`src/rtl/cache_bus_arbiter.sv`:
```
`default_nettype none
// +----------------------------------------------------------------------------------------+
// | Module  : cache_bus_arbiter                                                            |
// | Purpose : Arbitrates inst/data cache requests onto one SRAM-like bus, one transaction  |
// |           at a time; returns read data and a one-cycle done pulse to the owner.        |
// | Option  : ARB_ROUND_ROBIN_EN -- alternate grants on simultaneous requests.             |
// | Revision: 1.0 -- initial release                                                       |
// +----------------------------------------------------------------------------------------+
module cache_bus_arbiter #(
  parameter int ADDR_W = 32,
  parameter int DATA_W = 32
) (
  input  logic              clk,
  input  logic              rst,
  input  logic              inst_cache_req,
  input  logic [ADDR_W-1:0] inst_cache_addr,
  input  logic [1:0]        inst_cache_size,
  output logic [DATA_W-1:0] inst_cache_rdata,
  output logic              inst_cache_dok,
  input  logic              data_cache_req,
  input  logic [ADDR_W-1:0] data_cache_addr,
  input  logic              data_cache_wr,
  input  logic [1:0]        data_cache_size,
  input  logic [DATA_W-1:0] data_cache_wdata,
  output logic [DATA_W-1:0] data_cache_rdata,
  output logic              data_cache_dok,
  output logic              stall_by_arbitrater,
  output logic              bus_req,
  output logic              bus_wr,
  output logic [1:0]        bus_size,
  output logic [ADDR_W-1:0] bus_addr,
  output logic [DATA_W-1:0] bus_wdata,
  input  logic              bus_addr_ok,
  input  logic              bus_data_ok,
  input  logic [DATA_W-1:0] bus_rdata
);

  typedef enum logic [1:0] {
    IDLE = 2'd0,
    ADDR = 2'd1,
    DATA = 2'd2,
    DONE = 2'd3
  } state_t;

  state_t state, state_nxt;
  logic   gnt;
  logic   any_req;
  logic   pick_data;
  logic   grant_now;

  assign any_req   = inst_cache_req | data_cache_req;
  assign grant_now = (state == IDLE) && any_req;

`ifdef ARB_ROUND_ROBIN_EN
  // Remembers the side granted last; reset value means "inst was last" so data wins the first tie.
  logic last_gnt;

  always_ff @(posedge clk or posedge rst) begin
    if (rst) begin
      last_gnt <= 1'b0;
    end else if (grant_now) begin
      last_gnt <= pick_data;
    end
  end

  assign pick_data = data_cache_req & (~inst_cache_req | ~last_gnt);
`else
  assign pick_data = data_cache_req;
`endif

  always_ff @(posedge clk or posedge rst) begin
    if (rst) begin
      state <= IDLE;
    end else begin
      state <= state_nxt;
    end
  end

  always_comb begin
    state_nxt = state;
    case (state)
      IDLE:    if (any_req)     state_nxt = ADDR;
      ADDR:    if (bus_addr_ok) state_nxt = DATA;
      DATA:    if (bus_data_ok) state_nxt = DONE;
      DONE:    state_nxt = IDLE;
      default: state_nxt = IDLE;
    endcase
  end

  always_ff @(posedge clk or posedge rst) begin
    if (rst) begin
      gnt              <= 1'b0;
      bus_wr           <= 1'b0;
      bus_size         <= 2'd0;
      bus_addr         <= '0;
      bus_wdata        <= '0;
      inst_cache_rdata <= '0;
      data_cache_rdata <= '0;
      inst_cache_dok   <= 1'b0;
      data_cache_dok   <= 1'b0;
    end else begin
      inst_cache_dok <= 1'b0;
      data_cache_dok <= 1'b0;
      if (grant_now) begin
        gnt       <= pick_data;
        bus_addr  <= pick_data ? data_cache_addr : inst_cache_addr;
        bus_size  <= pick_data ? data_cache_size : inst_cache_size;
        bus_wr    <= pick_data & data_cache_wr;
        bus_wdata <= pick_data ? data_cache_wdata : '0;
      end
      if ((state == DATA) && bus_data_ok) begin
        if (gnt) begin
          data_cache_rdata <= bus_rdata;
          data_cache_dok   <= 1'b1;
        end else begin
          inst_cache_rdata <= bus_rdata;
          inst_cache_dok   <= 1'b1;
        end
      end
    end
  end

  assign bus_req = (state == ADDR);

  // In DONE only the side that did not just finish can hold the pipeline.
  always_comb begin
    stall_by_arbitrater = 1'b0;
    case (state)
      IDLE:    stall_by_arbitrater = any_req;
      ADDR:    stall_by_arbitrater = 1'b1;
      DATA:    stall_by_arbitrater = 1'b1;
      DONE:    stall_by_arbitrater = gnt ? inst_cache_req : data_cache_req;
      default: stall_by_arbitrater = 1'b0;
    endcase
  end

endmodule
`default_nettype wire

```
`config.mk`:
```
export PLATFORM = sky130hd
export DESIGN_NAME = cache_bus_arbiter
export DESIGN_NICKNAME = d
export VERILOG_FILES = /design/src/rtl/cache_bus_arbiter.sv
export SDC_FILE = /design/constraint.sdc
export NUM_CORES = 1
export LEC_CHECK = 0
export BUFFER_PORTS_ARGS = -buffer_cell sky130_fd_sc_hd__buf_2
export CELL_PAD_IN_SITES_DETAIL_PLACEMENT = 0
export CELL_PAD_IN_SITES_GLOBAL_PLACEMENT = 1
export CORE_MARGIN = 1.5
export CORE_UTILIZATION = 35
export CTS_BUF_LIST = sky130_fd_sc_hd__clkbuf_2
export CTS_CLUSTER_DIAMETER = 200
export DETAILED_ROUTE_END_ITERATION = 10
export GPL_TIMING_DRIVEN = 0
export MAX_ROUTING_LAYER = met4
export PLACE_DENSITY_LB_ADDON = 0.2
export SETUP_SLACK_MARGIN = 0.1
export SKIP_CTS_REPAIR_TIMING = 1
export SLEW_MARGIN = 20
export SYNTH_ARGS = -nofsm -noshare
export SYNTH_HDL_FRONTEND = slang
export SYNTH_SLANG_ARGS = --single-unit
export TNS_END_PERCENT = 5
```
`constraint.sdc`:
```
create_clock -name clk -period 7.4 [get_ports clk]
set_input_delay 2.22 -clock clk [delete_from_list [all_inputs] [get_ports clk]]
set_output_delay 2.22 -clock clk [all_outputs]
set_load 0.01 [all_outputs]
```
[Word-level counts from Yosys, hierarchy flattened]
Cells that the tools add are included.
Operators by class
  bitwise logic cells: 3
  equality and inequality tests: 6
  mux-type cells: 13
  reductions and logical operators: 7
Operators with widths (number)
  $mux W32: 2
  $mux W2: 4
  $pmux W2 S4: 1
  $mux W1: 5
  $eq A2 B2 Y1 const B: 2
  $ne A2 B2 Y1 const B: 2
  $reduce_and A2 Y1: 2
  $pmux W1 S3: 1
  $reduce_and A3 Y1: 1
  $eq A2 B1 Y1 const B: 1
  $logic_and A1 B1 Y1: 2
  $logic_not A2 Y1: 1
  $ne A2 B1 Y1 const B: 1
  $reduce_or A2 Y1: 1
  $and A1 B1 Y1: 1
  $not A1 Y1: 1
  $or A1 B1 Y1: 1
Storage, ports and cells
  logic and storage cells: 39
  input port bits: 139
  register bits: 136

[Logic depth before layout (Yosys ltp)]
  depth after elaboration: 3
  mapped depth: 8

[Worst setup path after synthesis]
OpenSTA, ideal clock, no wires.
  path type: input to output
  start point: input data_cache_req
  end point: output stall_by_arbitrater
  required time: 5.180 ns
  arrival: 2.781 ns
  slack: 2.399 ns
  stages on the path: 3
  cells stage by stage: buf_2 buf_2 o32a_1
Between the ends
  cells in the longest elaborated chain, start to end: 2
  elaborated cells between the ends (all ways): 3
  those cells by class: 2 x mux; 1 x bitwise
RTL lines
  from (decl): line 20  | input logic data_cache_req,
  $mux W1 / $or A1 B1 Y1 (equally long branches): line 132, 51
  $pmux W1 S3 *: line 128  | case (state)
  to (decl): line 27  | output logic stall_by_arbitrater,
Every way passes the cells marked *; elsewhere a longest branch is shown, timed or not.

[Final worst setup path]
Ends and elaborated chain as after synthesis.

==> metrics.md <==
| Metric | Value |
|---|---|
| GRT Util Overall | `18.5%` |
| Worst-case clock buffer depth | `2` |
| Cell row count | `between 40 and 50` |
| Worst path required time | `5.18 ns` |
| Vias in the first global route | `4546` |
| Fin Hold WS | `between 0.4 and 0.5 ns` |
| Initial antenna violation count | `1` |
| Compound-Gate Fraction of Synth Area | `3.77%` |
| R2R cell count | `8` |
| Post-DP HPWL | `11200 um` |
| Kind of critical path | `input port to primary output` |
| Final period util | `between 70% and 80%` |
| Sw Share | `36.6%` |
| Leak pwr | `around 4 nW` |
| Post-synthesis mux area share | `between 10% and 20%` |
| Worst slew pin tran | `approximately 0.47 ns` |
| Dpl ws | `2.01 ns` |
| Synth Instances | `459` |
| Die ar. | `~17000 um2` |
| CP max FO | `10` |
| Rel. slew slack | `between 60 and 70%` |
| FF-to-FF setup slack | `5.57 ns` |
| Int Pwr | `just over 2 mW` |
| Crit path time final | `between 5 and 6 ns` |
| Pwr Density | `roughly 420 nW/um2` |
| Fill count | `about 1500` |
| Terminus of the critical flop-to-flop path | `bus_addr[7]` |
| Largest family of logic cells by synthesized area | `multiplexers` |
| Synth warnings | `0` |
| Design Area, Final | `approximately 7500 um2` |
| Synth Cell Area | `roughly 5500 um2` |
| Reg clk slew, reported paths | `about 0.18 ns` |
| WL per Instance | `around 15 um` |
| Clock Sinks | `between 100 and 150` |
| Die Width | `between 100 and 150 um` |
| Worst min path class | `flop to flop` |
| Synth unique cells | `22` |
| Worst setup slack after layout | `2.07 ns` |
| First-pass GRT wire length | `~23000 um` |
| Tot Pwr | `~3.2 mW` |
| Routed WL | `around 15000 um` |
| Synth Area in Simple Gates | `10.5%` |
| Vias/cell | `roughly 4.6` |
| DRC viols | `0` |
| RSZ-0062 raised after global routing | `false` |
| Critical Path Start Type | `input port` |
| Reg power frac | `approximately two fifths` |
| Via count | `4439` |
| Setup violators final | `0` |
| Largest net degree at the start of global routing | `between 70 and 80` |
| Post-DP Area | `7170 um2` |
| Sequential area share after synthesis | `61.7%` |
| Pre-antenna DRT Iters | `4` |
| Share of post-route cells with drive strength above 1 | `about half` |
| Final ANT Viol Nets | `0` |
| Later-pin clock latency in the skew report | `0.69 ns` |
| Psw | `~1.2 mW` |
| Crit. Startpoint | `data_cache_req` |
| GRT overflow | `0` |
| Final TNS setup | `0 ns` |
| Number of synthesized register bits | `approximately 140` |
| Fin. Hold Viols | `0` |
| Critical Path Sink | `stall_by_arbitrater` |
| Worst r2r src | `state[1]` |
| Root buffer cell | `clkbuf_2` |
| DR iter-0 viols | `160` |
| Worst-case clock skew | `~0.031 ns` |
| Crit. End Element | `primary output` |
| Fin nets | `896` |
| Hold depth | `2` |
| CTS H-tree depth | `4` |
| Max Fclk | `roughly 190 MHz` |
| Initial core utilization | `36.0%` |
| Final Wtd Congestion | `around 0.77` |
| Top Ports | `roughly 270` |
| Net count after synthesis | `slightly above 600` |
| Syn Area/Cell | `between 10 and 15 um2` |
| Port Buf Inserts | `about 270` |
| CTS tree | `yes` |
| Peak supply drop | `approximately 0.00016 V` |
| Xor/xnor share of the synthesized area | `0%` |
| Die Y | `about 130 um` |
| Post-synthesis adder-cell area fraction | `1.36%` |
| Outcome | `finished clean` |
| Arrival time worst endpoint | `3.11 ns` |
| Final Max Slew Viols | `0` |
| TritonCTS Buffers | `17` |
| Core footprint | `~15000 um2` |
| Area grow syn2layout | `36.3%` |
| Clock share of power | `between 10% and 20%` |
| Comb pwr share | `40.4%` |
| Max cap viols | `0` |
worst max-delay path: stages:
cell and delay (ns):
buf_2 0.21, buf_2 0.33, o32a_1 0.19, buf_2 0.15
stage by stage:
stage | instances | util (%)
floorplan | 459 | -
global placement | 942 | 46.6
finish | 975 | 49.1
global route | 975 | 49.1
CTS | 974 | 49.1
detailed placement | 943 | 46.8
cell families (layout without fill, tap and decap cells):
family	Yosys count	after routing
adders and majority gates	6	6
AOI/OAI and AO/OA	39	39
buffers and inverters	37	341
muxes	100	100
DFF	136	136
and+or+nand+nor	141	141
other	0	1
cell usage in the layout (no fill, tap or decap), drive strengths merged, types with 2 or more instances in the layout:
cell,count
nand2,103
ha,6
o21ai,35
clkinv,5
nand3,34
bufinv,7
mux2i,35
buf,294
mux2,65
clkbuf,26
dfrtp,136
inv,9
nor2,2
Yosys cell counts (all sizes together):
library cell	count	area, um2
a21boi	1	7.51
a21oi	1	5.00
a222oi	1	10.0
buf	21	106
clkbuf	8	31.3
dfrtp	136	3400
ha	6	75.1
inv	8	30.0
mux2	65	732
mux2i	35	350
nand2	103	387
nand3	34	170
nand3b	1	7.51
nor2	2	7.51
nor3	1	5.00
o21ai	35	175
o32a	1	10.0
worst min path at each step:
| stage | start | endpoint | slack, ns |
|---|---|---|---|
| final | bus_wdata[30] | bus_wdata[30] | 0.48 |
| after CTS | bus_wdata[30] | bus_wdata[30] | 0.49 |
| after global placement | bus_wdata[6] | bus_wdata[6] | 0.45 |
| after global routing | bus_wdata[17] | bus_wdata[17] | 0.53 |
| after floorplan | gnt | gnt | 0.50 |
| after detailed placement | bus_wdata[15] | bus_wdata[15] | 0.45 |
flip-flops by register name (all words and copies together), names as in the netlist:
signal and cells:
bus_wr 1, gnt 1, state 2, data_cache_rdata 32
bus_addr 32, bus_wdata 32, data_cache_dok 1, bus_size 2
inst_cache_dok 1, inst_cache_rdata 32
layer usage:
metal  vias up  wire length, um  track usage [%]
li1       2131                -                -
met1      2099             6090             21.1
met2       194             7030             30.4
met3        15             1280             6.40
met4         0              215             6.41
met5         -                0                -
power groups by stage:
stage          Combinational [mW]  Clock (mW)  Sequential [mW]
2_1_floorplan               0.539           0             1.48
3_3_place_gp                 1.28           0             1.29
3_5_place_dp                 1.31           0             1.31
4_1_cts                      1.31       0.620             1.30
5_1_grt                      1.42       0.653             1.34
6_report                     1.28       0.597             1.29
layout make-up:
type                            instances  area [um2]  area share (%)
Timing Repair Buffer                  273        1390            18.5
Buffer                                 29         138            1.83
Multi-Input combinational cell        286        1940            25.8
Clock buffer                           18        90.1            1.20
Sequential cell                       136        3400            45.3
Clock inverter                         13         250            3.33
Antenna cell                            1        2.50          0.0333
Tap cell                              211         264            3.51
Inverter                                8        37.5           0.499
Power figures use the tool's default switching activity.
